--- config.mk ---
export PLATFORM = sky130hd
export DESIGN_NAME = fetch_queue_unit
export DESIGN_NICKNAME = d
export VERILOG_FILES = /design/src/rtl/fetch_queue_unit.sv
export SDC_FILE = /design/constraint.sdc
export NUM_CORES = 1
export LEC_CHECK = 0
export BUFFER_PORTS_ARGS = -buffer_cell sky130_fd_sc_hd__buf_2
export CORE_ASPECT_RATIO = 1.4
export CORE_MARGIN = 2
export CORE_UTILIZATION = 57
export CTS_CLUSTER_DIAMETER = 50
export DETAILED_ROUTE_END_ITERATION = 8
export PLACE_DENSITY = 0.88
export SLEW_MARGIN = 40
export SYNTH_ARGS = -nofsm -noshare
export SYNTH_HDL_FRONTEND = slang
export SYNTH_SLANG_ARGS = --single-unit
--- constraint.sdc ---
create_clock -name clk -period 5.1 [get_ports clk]
set_clock_uncertainty 0.2 [all_clocks]
set_input_delay 1.02 -clock clk [delete_from_list [all_inputs] [get_ports clk]]
set_output_delay 1.02 -clock clk [all_outputs]
set_load 0.02 [all_outputs]
--- src/rtl/fetch_queue_unit.sv ---
// Sequential fetch-PC generator with one outstanding imem request and a PC/instruction FIFO toward decode.
// Optional FETCH_BYPASS_EN forwards a response straight to decode when the FIFO is empty.
module fetch_queue_unit #(
    parameter int              XLEN     = 64,
    parameter int              DEPTH    = 4,
    parameter logic [XLEN-1:0] RESET_PC = '0
) (
    input  logic            clk,
    input  logic            rst,
    output logic            imem_req_valid,
    output logic [XLEN-1:0] imem_req_addr,
    input  logic            imem_req_ready,
    input  logic            imem_resp_valid,
    input  logic [31:0]     imem_resp_instr,
    input  logic            redirect_valid,
    input  logic [XLEN-1:0] redirect_pc,
    output logic            id_valid,
    output logic [31:0]     id_instr,
    output logic [XLEN-1:0] id_pc,
    input  logic            id_ready
);
    localparam int              PW       = $clog2(DEPTH);
    localparam int              CW       = PW + 1;
    localparam logic [CW-1:0]   FULL_CNT = CW'(DEPTH);
    localparam logic [XLEN-1:0] ALIGN_M  = ~XLEN'(3);

    typedef enum logic [1:0] {S_REQ, S_WAIT, S_DROP} state_t;

    state_t          state_q, state_d;
    logic [XLEN-1:0] fetch_pc_q, fetch_pc_d;
    logic [CW-1:0]   count_q, count_d;
    logic [PW-1:0]   rd_ptr_q, rd_ptr_d;
    logic [PW-1:0]   wr_ptr_q, wr_ptr_d;
    logic [31:0]     instr_mem_q [DEPTH];
    logic [XLEN-1:0] pc_mem_q    [DEPTH];

    logic resp_take;
    logic byp_take;
    logic fifo_wr;
    logic fifo_rd;

    assign imem_req_addr = fetch_pc_q;

    always_comb begin
        state_d        = state_q;
        fetch_pc_d     = fetch_pc_q;
        count_d        = count_q;
        rd_ptr_d       = rd_ptr_q;
        wr_ptr_d       = wr_ptr_q;
        imem_req_valid = 1'b0;
        resp_take      = 1'b0;
        byp_take       = 1'b0;
        fifo_wr        = 1'b0;
        fifo_rd        = 1'b0;
        id_valid       = 1'b0;
        id_instr       = '0;
        id_pc          = '0;

        if (!rst) begin
            id_valid = (count_q != '0);
            id_instr = instr_mem_q[rd_ptr_q];
            id_pc    = pc_mem_q[rd_ptr_q];
        end

        case (state_q)
            S_REQ: begin
                // Slot is reserved at issue time, so a later push can never overflow.
                imem_req_valid = !rst && (count_q < FULL_CNT) && !redirect_valid;
                if (imem_req_valid && imem_req_ready) state_d = S_WAIT;
            end
            S_WAIT: begin
                if (imem_resp_valid) begin
                    state_d   = S_REQ;
                    resp_take = !redirect_valid;
                end else if (redirect_valid) begin
                    state_d = S_DROP;
                end
            end
            S_DROP: begin
                if (imem_resp_valid) state_d = S_REQ;
            end
            default: state_d = S_REQ;
        endcase

`ifdef FETCH_BYPASS_EN
        if (resp_take && (count_q == '0) && !rst) begin
            id_valid = 1'b1;
            id_instr = imem_resp_instr;
            id_pc    = fetch_pc_q;
            byp_take = id_ready;
        end
`endif

        fifo_wr = resp_take && !byp_take;
        fifo_rd = !rst && (count_q != '0) && id_ready && !redirect_valid;

        if (resp_take) fetch_pc_d = fetch_pc_q + XLEN'(4);
        if (fifo_wr)   wr_ptr_d   = wr_ptr_q + PW'(1);
        if (fifo_rd)   rd_ptr_d   = rd_ptr_q + PW'(1);
        count_d = count_q + CW'(fifo_wr) - CW'(fifo_rd);

        if (redirect_valid) begin
            fetch_pc_d = redirect_pc & ALIGN_M;
            count_d    = '0;
            rd_ptr_d   = '0;
            wr_ptr_d   = '0;
        end
    end

    always_ff @(posedge clk or posedge rst) begin
        if (rst) begin
            state_q    <= S_REQ;
            fetch_pc_q <= RESET_PC;
            count_q    <= '0;
            rd_ptr_q   <= '0;
            wr_ptr_q   <= '0;
        end else begin
            state_q    <= state_d;
            fetch_pc_q <= fetch_pc_d;
            count_q    <= count_d;
            rd_ptr_q   <= rd_ptr_d;
            wr_ptr_q   <= wr_ptr_d;
        end
    end

    // Storage needs no reset: decode outputs are qualified by count and gated during rst.
    always_ff @(posedge clk) begin
        if (fifo_wr) begin
            instr_mem_q[wr_ptr_q] <= imem_resp_instr;
            pc_mem_q[wr_ptr_q]    <= fetch_pc_q;
        end
    end

endmodule

Word-level counts from Yosys, hierarchy flattened

Memory sizes are Yosys's and may differ from the RTL's.
Index checks and enable logic that the tools add are counted.
W data, S select, Z words.

Memories: 2
Bits in registers: 73
Memory bits (writable): 384
Output and inout port bits: 162

Memory list:

| memory      | depth | bits a word | rd ports | clocked after memory_dff | write ports | line | text |
|---|---|---|---|---|---|---|---|
| pc_mem_q    | 4     | 64          | 1        | 0                        | 1           | 35   | `logic [XLEN-1:0] pc_mem_q [DEPTH];` |
| instr_mem_q | 4     | 32          | 1        | 0                        | 1           | 34   | `logic [31:0] instr_mem_q [DEPTH];` |

Add/sub/neg operators: 5
$lt $le $gt $ge: 1
Equality and inequality tests: 5
Muxes and demuxes: 20
Reductions and logical operators: 13

Operators with widths:

| operator                | count |
|---|---|
| $mux W64                | 3 |
| $add A64 B3 Y64 const B | 1 |
| $mux W32                | 1 |
| $mux W2                 | 8 |
| $logic_and A1 B1 Y1     | 6 |
| $mux W1                 | 6 |
| $pmux W2 S3             | 1 |
| $add A2 B1 Y2 const B   | 2 |
| $ne A2 B2 Y1 const B    | 2 |
| $reduce_bool A2 Y1      | 2 |
| $add A3 B1 Y3           | 1 |
| $lt A3 B3 Y1 const B    | 1 |
| $mux W3                 | 1 |
| $ne A3 B3 Y1 const B    | 1 |
| $reduce_and A3 Y1       | 1 |
| $reduce_bool A3 Y1      | 1 |
| $sub A3 B1 Y3           | 1 |
| $eq A2 B1 Y1 const B    | 1 |
| $eq A2 B2 Y1 const B    | 1 |
| $logic_not A1 Y1        | 2 |
| $logic_not A2 Y1        | 1 |

Longest topological paths before layout

Gate-level depths: netlist of run 1.

Depth after elaboration: 6
Depth in mapped cells: 11

Worst setup path after synthesis of run 1

OpenSTA, ideal clock, no wires.

Kind: input to output
Start: input port rst
End: output port id_instr[22]
Arrival: 3.780 ns
Path buffers: 1
Stages: 3
Path slack: 0.100 ns
Cell sequence: inv_1 > clkbuf_1 > and2_1

Word-level cells in the longest chain between the ends: 1

Ends and longest elaborated chain:

| item               | line | text |
|---|---|---|
| start: declaration | 9    | `input logic rst,` |
| $mux W32           | 59   | `if (!rst) begin` |
| end: declaration   | 18   | `output logic [31:0] id_instr,` |

No other way between the ends.

Worst setup path after layout of run 1

Start: register rd_ptr_q[0]
End: output port id_pc[35]

Word-level cells in the longest chain between the ends: 2

Ends and longest elaborated chain:

| item                     | line | text |
|---|---|---|
| start: declaration       | 32   | `logic [PW-1:0] rd_ptr_q, rd_ptr_d;` |
| start signal: assignment | 121  | `rd_ptr_q <= rd_ptr_d;` |
| $mem_v2 Z4 W64           | -    |  |
| $mux W64                 | 59   |  |
| end: declaration         | 19   | `output logic [XLEN-1:0] id_pc,` |

No other way between the ends.

==> out/metrics.csv, run 1 <==
metric;value;unit
WL/cell;23.0;microns
crit end category;output port;
core area;31700;sq um
pwr dens;375;nW/um^2
Fmax achieved;0.253;GHz
hold_buf cts;0;
Post-layout nets;1462;
Post-CTS Setup Inserts;0;
crit path to;id_pc[35];
first-pass GRT wire length;63000;microns
Worst Max-Slew Pin Slew;0.749;ns
CP arrival;2.74;ns
Reg clk slew, reported paths;0.06;ns
CTS Buffer Depth;3;
CP max-delay cell;dfrtp_4;
R2R Setup Slk;1.48;ns
Routed Antenna Nets;0;
via count;11000;
Hold Crit Class;in -> async;
hpwl dp;24400;microns
Cells after Synth;1095;
Crit path largest cell delay;0.75;ns
FFs w/ async S/R, synth;15.9;%
post-synthesis register bit count;447;
synth warn;0;
Area growth syn-to-layout;18.1;%
Unique masters post-synth;49;
layout cells sized above 1;32.4;%
CP Launch Point;rd_ptr_q[0];
type of origin of the critical path;flip-flop;
unrepaired setup endpoints after global routing;false;
setup violators final;0;
max-cap violation count;0;
crit path time final;3.96;ns
chip width;156;microns
Routed WL;41000;microns
post_cts resized;0;
Remaining Overflow, GRT;0;
vias per std cell;6.19;
initial antenna violation count;2;
CTS Buf Count;41;
TritonRoute pass-1 iters;7;
Worst-Skew Late Latency;0.55;ns
kind of critical path;reg -> out;
I/O pins;264;
die area;33700;sq um
R2R cell count;5;
pin count of the biggest net entering global routing;76;
Critical Path RT;3.88;ns
# clock sinks;447;
H-tree levels;2;
CTS tree;yes;
syn avg cell area;16.8;sq um
Post-synth EDFFs;376;
fillers;1991;
hold_ws;0.282;ns
VDD IR max;0.000343;V
number of global-route vias before repair;11300;
final number of hold-violating endpoints;0;
worst reg2reg startpoint;imem_req_addr[4];
Total GRT Usage;24.5;%
placer's final routability congestion estimate;0.819;
# DRC;0;
die height;216;microns
Starting Density;58.0;%
max_slew headroom;50.1;%
Yosys top cell area share;61.5;%
sequential area share after synthesis;71.1;%
PortBufs;257;
Yosys top cell by area;edfxtp_1;
max-slew violations;0;
fin crit share;77.7;%
placement row count;77;
Leak;7.66;nW
r2r endpoint;imem_req_addr[62];
crit-path max FO;25;
run status;complete, no violations;
Setup TNS;0;ns
DRT iter0 DRCs;951;
most area-consuming cells after synthesis;edfxtp_1 (61%), mux4_2 (12%), dfrtp_1 (9.7%);
synthesized area;18400;sq um
clk root buf;clkbuf_16;
Final Util;68.4;%
worst-path cell chain;buf_4, mux4_2, and2_1, buf_2;
Primary FF master, synth;edfxtp_1;
kinds of logic (layout without fill, tap and decap cells):
logic type | count (synthesis) | after routing | synth area share (%)
AO/OA/AOI/OAI | 83 | 83 | 2.70
other | 1 | 6 | 0.0204
buffers and inverters | 78 | 364 | 1.70
multiplexers | 99 | 99 | 11.8
adder cells (fa/ha/maj) | 8 | 8 | 0.586
XOR/XNOR | 39 | 39 | 1.86
AND/OR/NAND/NOR | 340 | 340 | 10.2
flip-flops | 447 | 447 | 71.1
where the power goes:
part           internal [mW]  switching [mW]
sequential              4.05           0.137
combinational          0.219           0.327
clock                   2.10            1.31
total                   6.37            1.78
how the worst min path moves through the flow:
stage | to
floorplan | state_q[0]
global placement | state_q[0]
detailed placement | state_q[0]
CTS | rd_ptr_q[0]
global route | rd_ptr_q[0]
finish | count_q[2]
worst max-delay path: cells and delay by family (launching register included):
kind / cells / cell delay [ns]
DFF: 1 / 0.75
buffers and inverters: 2 / 0.64
muxes: 1 / 0.55
and+or+nand+nor: 1 / 0.23
cells in the mapped netlist (3+ instances only):
| master | number |
|---|---|
| dfrtp_1 | 71 |
| buf_1 | 11 |
| or3_1 | 12 |
| a31oi_1 | 16 |
| mux2i_1 | 4 |
| a211o_1 | 4 |
| a21oi_1 | 4 |
| o211ai_1 | 3 |
| edfxtp_1 | 376 |
| nand4_1 | 25 |
| clkbuf_1 | 45 |
| nor2b_1 | 5 |
| buf_2 | 3 |
| nand2_1 | 63 |
| nor2_1 | 49 |
| xnor2_1 | 23 |
| inv_1 | 15 |
| nor3_1 | 8 |
| nor4_1 | 11 |
| xor2_1 | 16 |
| o31ai_1 | 6 |
| nand3_1 | 31 |
| ha_1 | 7 |
| mux4_2 | 94 |
| and4_1 | 4 |
| nand4b_1 | 4 |
| and2_1 | 98 |
| o21ai_0 | 43 |
| or4_1 | 13 |
| buf_4 | 4 |
per-stage QoR:
step / area [sq um] / std cells / setup slack (ns) / power [mW]
floorplan: 18400 / 1098 / 0.0996 / 4.57
global placement: 20200 / 1703 / 1.27 / 4.78
detailed placement: 20200 / 1703 / 1.23 / 4.81
CTS: 21700 / 1778 / 1.06 / 8.20
global route: 21700 / 1781 / 0.952 / 8.38
finish: 21700 / 1781 / 1.14 / 8.15
layout make-up:
class	count	area, sq um	share of cell area, %
clock inverters	23	375	1.73
well taps	395	494	2.28
repair buffers	274	1530	7.05
multi-input cells	573	5020	23.1
diodes	2	5.00	0.0231
inverters	15	58.8	0.271
clock buffers	52	1140	5.25
flip-flops and latches	447	13100	60.3
registers in the layout, summed over array words and instances, names as in the netlist:
name / count
wr_ptr_q: 2
count_q: 3
state_q: 2
pc_mem_q: 248
rd_ptr_q: 2
imem_req_addr: 62
instr_mem_q: 128
layout by cell type, fill, tap and decap left out, drive strengths merged, types with 7 or more instances in the layout:
master	instances
nand2	63
a31oi	16
clkbuf	52
nand4	27
dfrtp	71
and2	98
nor3	8
nor4	11
nor2	49
xnor2	23
clkinv	12
ha	7
nand3	31
mux4	94
or4	13
buf	274
bufinv	10
xor2	16
inv	16
or3	12
edfxtp	376
o21ai	43
layer usage:
layer	vias up	part of all wire (%)	GRT usage [%]
met1	5550	37	31.3
met2	597	52	42.1
li1	4773	-	-
met5	-	0	0
met4	0	3.8	10.2
met3	109	7.0	3.86
Note: power is estimated with default switching activity, not from simulation.
==> inputs of run 2 (changes only) <==
- CORE_UTILIZATION: 57 -> 52
- PLACE_DENSITY: 0.88 -> 0.84
- clock period: 5.1 -> 3.2 ns (I/O delays scaled with it)
==> run 2 against run 1 <==
Against the previous run: global-route usage shrank 1.4 points; routed wire length grew 4.0%; worst setup slack lost 1.0 ns; critical path depth is 2 higher; cell area increased by 2.8%; critical endpoint is now imem_req_addr[54]; highest routed layer unchanged.
==> out/metrics.csv, run 2 (synthesis gave the netlist of run 1 again) <==
metric;value;unit;change
run status;complete, no violations;;
Fmax achieved;0.324;GHz;
max reg flops;248;;unchanged
layout cells sized above 1;35.3;%;+2.9 points
placer's final routability congestion estimate;0.814;;-0.63%
number of global-route vias before repair;11500;;+2.1%
CP arrival;3.32;ns;+0.58 ns
most common cell after layout, fill and taps aside;edfxtp_1;;
Worst-Skew Late Latency;0.54;ns;about the same
vias per std cell;5.86;;-5.3%
type of origin of the critical path;flip-flop;;
VDD IR max;0.000412;V;+20%
fin crit share;96.4;%;
Routed WL;42700;microns;+4.0%
crit path time final;3.08;ns;
PortBufs;257;;unchanged
I/O pins;264;;unchanged
CTS Buf Count;42;;+2.4%
hpwl dp;28100;microns;+15%
Leak;7.96;nW;+3.9%
TritonRoute pass-1 iters;5;;-2
CTS Buffer Depth;3;;unchanged
placement row count;81;;+5.2%
worst-path cell chain;nand4_2, or4_1, or4_1, buf_4, or3_1, a31oi_1;;
kind of critical path;reg -> reg;;
commonest non-fill, non-tap cells in the layout;edfxtp_1 (376), buf_2 (256), mux4_2 (94), and2_1 (94), dfrtp_1 (69);;
Remaining Overflow, GRT;0;;unchanged
max-slew violations;0;;unchanged
Routed Antenna Nets;0;;unchanged
CTS tree;yes;;
setup violators final;0;;unchanged
unrepaired setup endpoints after global routing;false;;
Starting Density;52.7;%;-5.3 points
final number of hold-violating endpoints;0;;unchanged
max-cap violation count;0;;unchanged
Final Non-Filler Cells;1908;;+7.1%
die height;226;microns;+4.6%
crit-path max FO;8;;-68%
Worst Path Buf+Inv;1;;-1
Area growth syn-to-layout;21.4;%;
most frequent CP cell;or4_1;;
Total GRT Usage;23.1;%;-1.4 points
first-pass GRT wire length;64400;microns;+2.2%
# DRC;0;;unchanged
H-tree levels;2;;unchanged
Crit path largest cell delay;0.75;ns;about the same
Hold Crit Class;in -> reg;;
chip width;163;microns;+4.6%
die area;36900;sq um;+9.4%
CP delay by family, top;simple AND/OR/NAND/NOR gates;;
crit end category;flip-flop;;
max_slew headroom;57.5;%;+7.4 points
Reg clk slew, reported paths;0.07;ns;about the same
# clock sinks;447;;unchanged
Reg with most FFs;pc_mem_q;;
CP max-delay cell;or4_1;;
DRT iter0 DRCs;847;;-11%
via count;11200;;+1.4%
Setup TNS;0;ns;unchanged
initial antenna violation count;1;;-1
pwr dens;568;nW/um^2;+51%
placed insts;1824;;+7.1%
clk root buf;clkbuf_16;;
pin count of the biggest net entering global routing;60;;-21%
core area;34900;sq um;+10%
Critical Path RT;3.44;ns;-0.44 ns
Post-layout nets;1528;;+4.5%
Worst Max-Slew Pin Slew;0.636;ns;-0.113 ns
WL/cell;22.4;microns;-2.9%
## run 2: path summary, 6_finish.rpt
check	startpoint	end	slack, ns	cells past startpoint
max	imem_req_addr[15]	imem_req_addr[54]	0.12	6
min	redirect_pc[22]	imem_req_addr[22]	0.11	3
max reg2reg	imem_req_addr[15]	imem_req_addr[54]	0.12	6
min reg2reg	state_q[1]	state_q[0]	0.32	1
max in group asynchronous	rst	imem_req_addr[24]	1.67	5
min in group asynchronous	rst	imem_req_addr[21]	0.44	3
## run 2: layer usage
metal | up-vias | routed length, microns | GRT usage, %
li1 | 4908 | - | -
met1 | 5672 | 15600 | 28.2
met2 | 500 | 22700 | 41.1
met3 | 107 | 2720 | 3.49
met4 | 0 | 1610 | 9.39
met5 | - | 0 | 0
## run 2: tightest hold or removal path, delay by kind of cell
| kind | cells | cell delay [ns] |
|---|---|---|
| simple gates | 1 | 0.04 |
| compound gates | 1 | 0.05 |
| buf+inv | 1 | 0.08 |
## run 2: area by class of cell
type	instances	area, sq um
sequential	447	13100
fill	2400	12600
multi-input combinational	573	5020
timing repair buffer	339	2180
clock buffer	60	1190
tap	456	571
clock inverter	17	208
inverter	15	61.3
antenna	1	2.50
## run 2: where the power goes
group          internal [mW]  leakage [nW]  total [mW]  switching (mW)
clock network           2.93         0.683        5.03            2.09
logic                  0.412          3.04        1.03           0.618
registers               6.46          4.23        6.61           0.142
total                   9.81          7.96        12.7            2.85
## run 2: metrics by stage
| stage | utilization (%) | hold slack (ns) | cell area (sq um) | setup WS (ns) | power [mW] |
|---|---|---|---|---|---|
| 2_1_floorplan | - | 0.255 | 18400 | 0.102 | 7.28 |
| 3_3_place_gp | 59.8 | 0.282 | 20800 | 0.233 | 7.70 |
| 3_5_place_dp | 59.8 | 0.304 | 20800 | 0.200 | 7.75 |
| 4_1_cts | 63.9 | 0.0819 | 22300 | 0.0217 | 12.7 |
| 5_1_grt | 64.0 | 0.0952 | 22300 | 0.0202 | 13.0 |
| 6_report | 64.0 | 0.105 | 22300 | 0.116 | 12.7 |
## run 2: timing repair
action | in CTS | in global routing
hold buffers | 1 | 0
resized for setup | 0 | 1
setup buffers | 4 | 1
endpoints found under the setup margin | 82 | 2
hold endpoints to repair | 5 | 0
==> inputs of run 3 (changes only) <==
- CORE_UTILIZATION: 52 -> 60
- PLACE_DENSITY: 0.84 -> 0.91
- RECOVER_POWER: default -> 50
- clock period: 3.2 -> 3.68 ns (I/O delays scaled with it)
==> run 3 against run 2 <==
Against the previous run: register-to-register slack improved by 0.17 ns; count of clock-buffer cells in the layout fell by 6; utilization rose by 8.3 points; sequential power fell by 12%; routed wire length rose by 1.6%; highest routed layer unchanged; sequential share of layout area rose by 1.6 points; cell area fell by 2.7%; combinational power fell by 24%; critical path type is now in -> out; critical path depth did not move; worst setup slack improved by 0.13 ns; worst hold slack improved by 0.086 ns.
==> out/metrics.csv, run 3 (synthesis gave the netlist of run 1 again) <==
metric;value;unit;change
R2R cell count;7;;+1
pwr dens;512;nW/um^2;-9.8%
r2r endpoint;imem_req_addr[62];;
Final Non-Filler Cells;1789;;-6.2%
CP arrival;2.50;ns;-0.82 ns
WL/cell;24.2;microns;+8.3%
hold_ws;0.191;ns;+0.0862 ns
Area growth syn-to-layout;18.1;%;
Max Used Layer;met4;;
commonest non-fill, non-tap cells in the layout;edfxtp_1 (376), buf_2 (196), mux4_2 (94), and2_1 (94), clkbuf_1 (75);;
setup violators final;0;;unchanged
TritonRoute pass-1 iters;5;;unchanged
area occupied by multi-input gates;5020;sq um;unchanged
Sequential Area;13100;sq um;unchanged
Worst Max-Slew Pin Slew;0.851;ns;+0.215 ns
max_slew headroom;42.7;%;-15 points
worst reg2reg startpoint;imem_req_addr[3];;
fin crit share;93.3;%;
Post-layout nets;1478;;-3.3%
met1 wire length;15500;microns;-0.62%
max-cap violation count;0;;unchanged
Routed Antenna Nets;0;;unchanged
Final Util;72.3;%;+8.3 points
first-pass GRT wire length;66300;microns;+3.1%
run status;complete, no violations;;
Detail Route met2 WL;22900;microns;+1.1%
pin count of the biggest net entering global routing;56;;-6.7%
VDD IR max;0.000439;V;+6.6%
Fmax achieved;0.291;GHz;
DRT iter0 DRCs;893;;+5.4%
# DRC;0;;unchanged
dpl cell area;20300;sq um;-2.5%
via count;11200;;-0.32%
Crit path largest cell delay;0.54;ns;-0.21 ns
Hold Crit Class;in -> reg;;
Critical Path RT;2.74;ns;-0.70 ns
placement row count;75;;-7.4%
initial antenna violation count;2;;+1
crit path time final;3.43;ns;
PortBufs;257;;unchanged
fillers;1838;;-23%
Reg with most FFs;pc_mem_q;;
Starting Density;61.2;%;+8.5 points
core area;30000;sq um;-14%
max-slew violations;0;;unchanged
Leak;7.50;nW;-5.8%
DR WL met3;3100;microns;+14%
CP delay by family, top;buffers and inverters;;
Worst-Skew Late Latency;0.55;ns;about the same
number of global-route vias before repair;11700;;+1.5%
hold endpoint;state_q[1];;
hold depth;2;;-1
CTS Buf Count;42;;unchanged
die area;32100;sq um;-13%
Reg clk slew, reported paths;0.06;ns;about the same
kind of critical path;in -> out;;
layout cells sized above 1;28.1;%;-7.2 points
Post-CTS Setup Inserts;0;;-4
I/O pins;264;;unchanged
max reg flops;248;;unchanged
type of origin of the critical path;primary input;;
# clock sinks;447;;unchanged
vias per std cell;6.23;;+6.3%
crit-path max FO;31;;+23
hpwl dp;26400;microns;-5.9%
final number of hold-violating endpoints;0;;unchanged
worst hold start;imem_resp_valid;;
CP max-delay cell;dlygate4sd3_1;;
CTS Buffer Depth;3;;unchanged
Total GRT Usage;27.0;%;+4.0 points
unrepaired setup endpoints after global routing;false;;
Routed WL;43300;microns;+1.6%
Design Area, Final;21700;sq um;-2.7%
Remaining Overflow, GRT;0;;unchanged
most common cell after layout, fill and taps aside;edfxtp_1;;
worst-path cell chain;dlygate4sd3_1, clkbuf_1, inv_4, buf_4, and2_1, buf_2;;
H-tree levels;2;;unchanged
R2R Setup Slk;0.29;ns;+0.17 ns
placed insts;1708;;-6.4%
die height;211;microns;-6.8%
clk root buf;clkbuf_16;;
Setup TNS;0;ns;unchanged
placer's final routability congestion estimate;0.801;;-1.6%
Worst Path Buf+Inv;5;;+4
crit end category;output port;;
CTS tree;yes;;
chip width;152;microns;-6.7%
run 3: stage by stage:
step	power, mW	worst slack, ns
after CTS	11.2	0.312
after detailed placement	6.68	0.338
after global routing	11.4	0.167
after global placement	6.64	0.428
after floorplan	6.33	0.465
final	11.1	0.245
run 3: how the worst max path moves through the flow:
stage                           start           endpoint  slack [ns]  cells past startpoint
floorplan                         rst       id_instr[22]        0.46                      3
global placement    imem_req_addr[12]  imem_req_addr[62]        0.43                      5
detailed placement  imem_req_addr[12]  imem_req_addr[62]        0.34                      5
CTS                               rst          id_pc[14]        0.31                      6
global route         imem_req_addr[3]  imem_req_addr[62]        0.17                      7
finish                            rst          id_pc[16]        0.25                      6
run 3: final cells by class:
type | count | share of cell area, %
antenna | 3 | 0.0346
clock buffer | 54 | 5.44
clock inverter | 23 | 1.30
inverter | 15 | 0.271
multi-input combinational | 573 | 23.1
sequential | 447 | 60.3
tap | 385 | 2.22
timing repair buffer | 289 | 7.34
run 3: metal layers:
layer  vias to the layer above  global-route usage [%]
met5                         -                       0
met4                         0                    13.2
met3                       118                    5.42
met2                       600                    46.8
met1                      5624                    32.8
li1                       4809                       -
run 3: report_power, final:
part,switching [mW],leakage [nW],internal (mW),total (mW)
clock,1.83,0.693,2.70,4.54
sequential,0.174,4.23,5.62,5.79
combinational,0.486,2.57,0.298,0.785
run 3: what timing repair did:
item	4_1_cts	5_1_grt
gates resized for setup	0	0
hold buffers	1	0
endpoints found under the hold margin	7	0
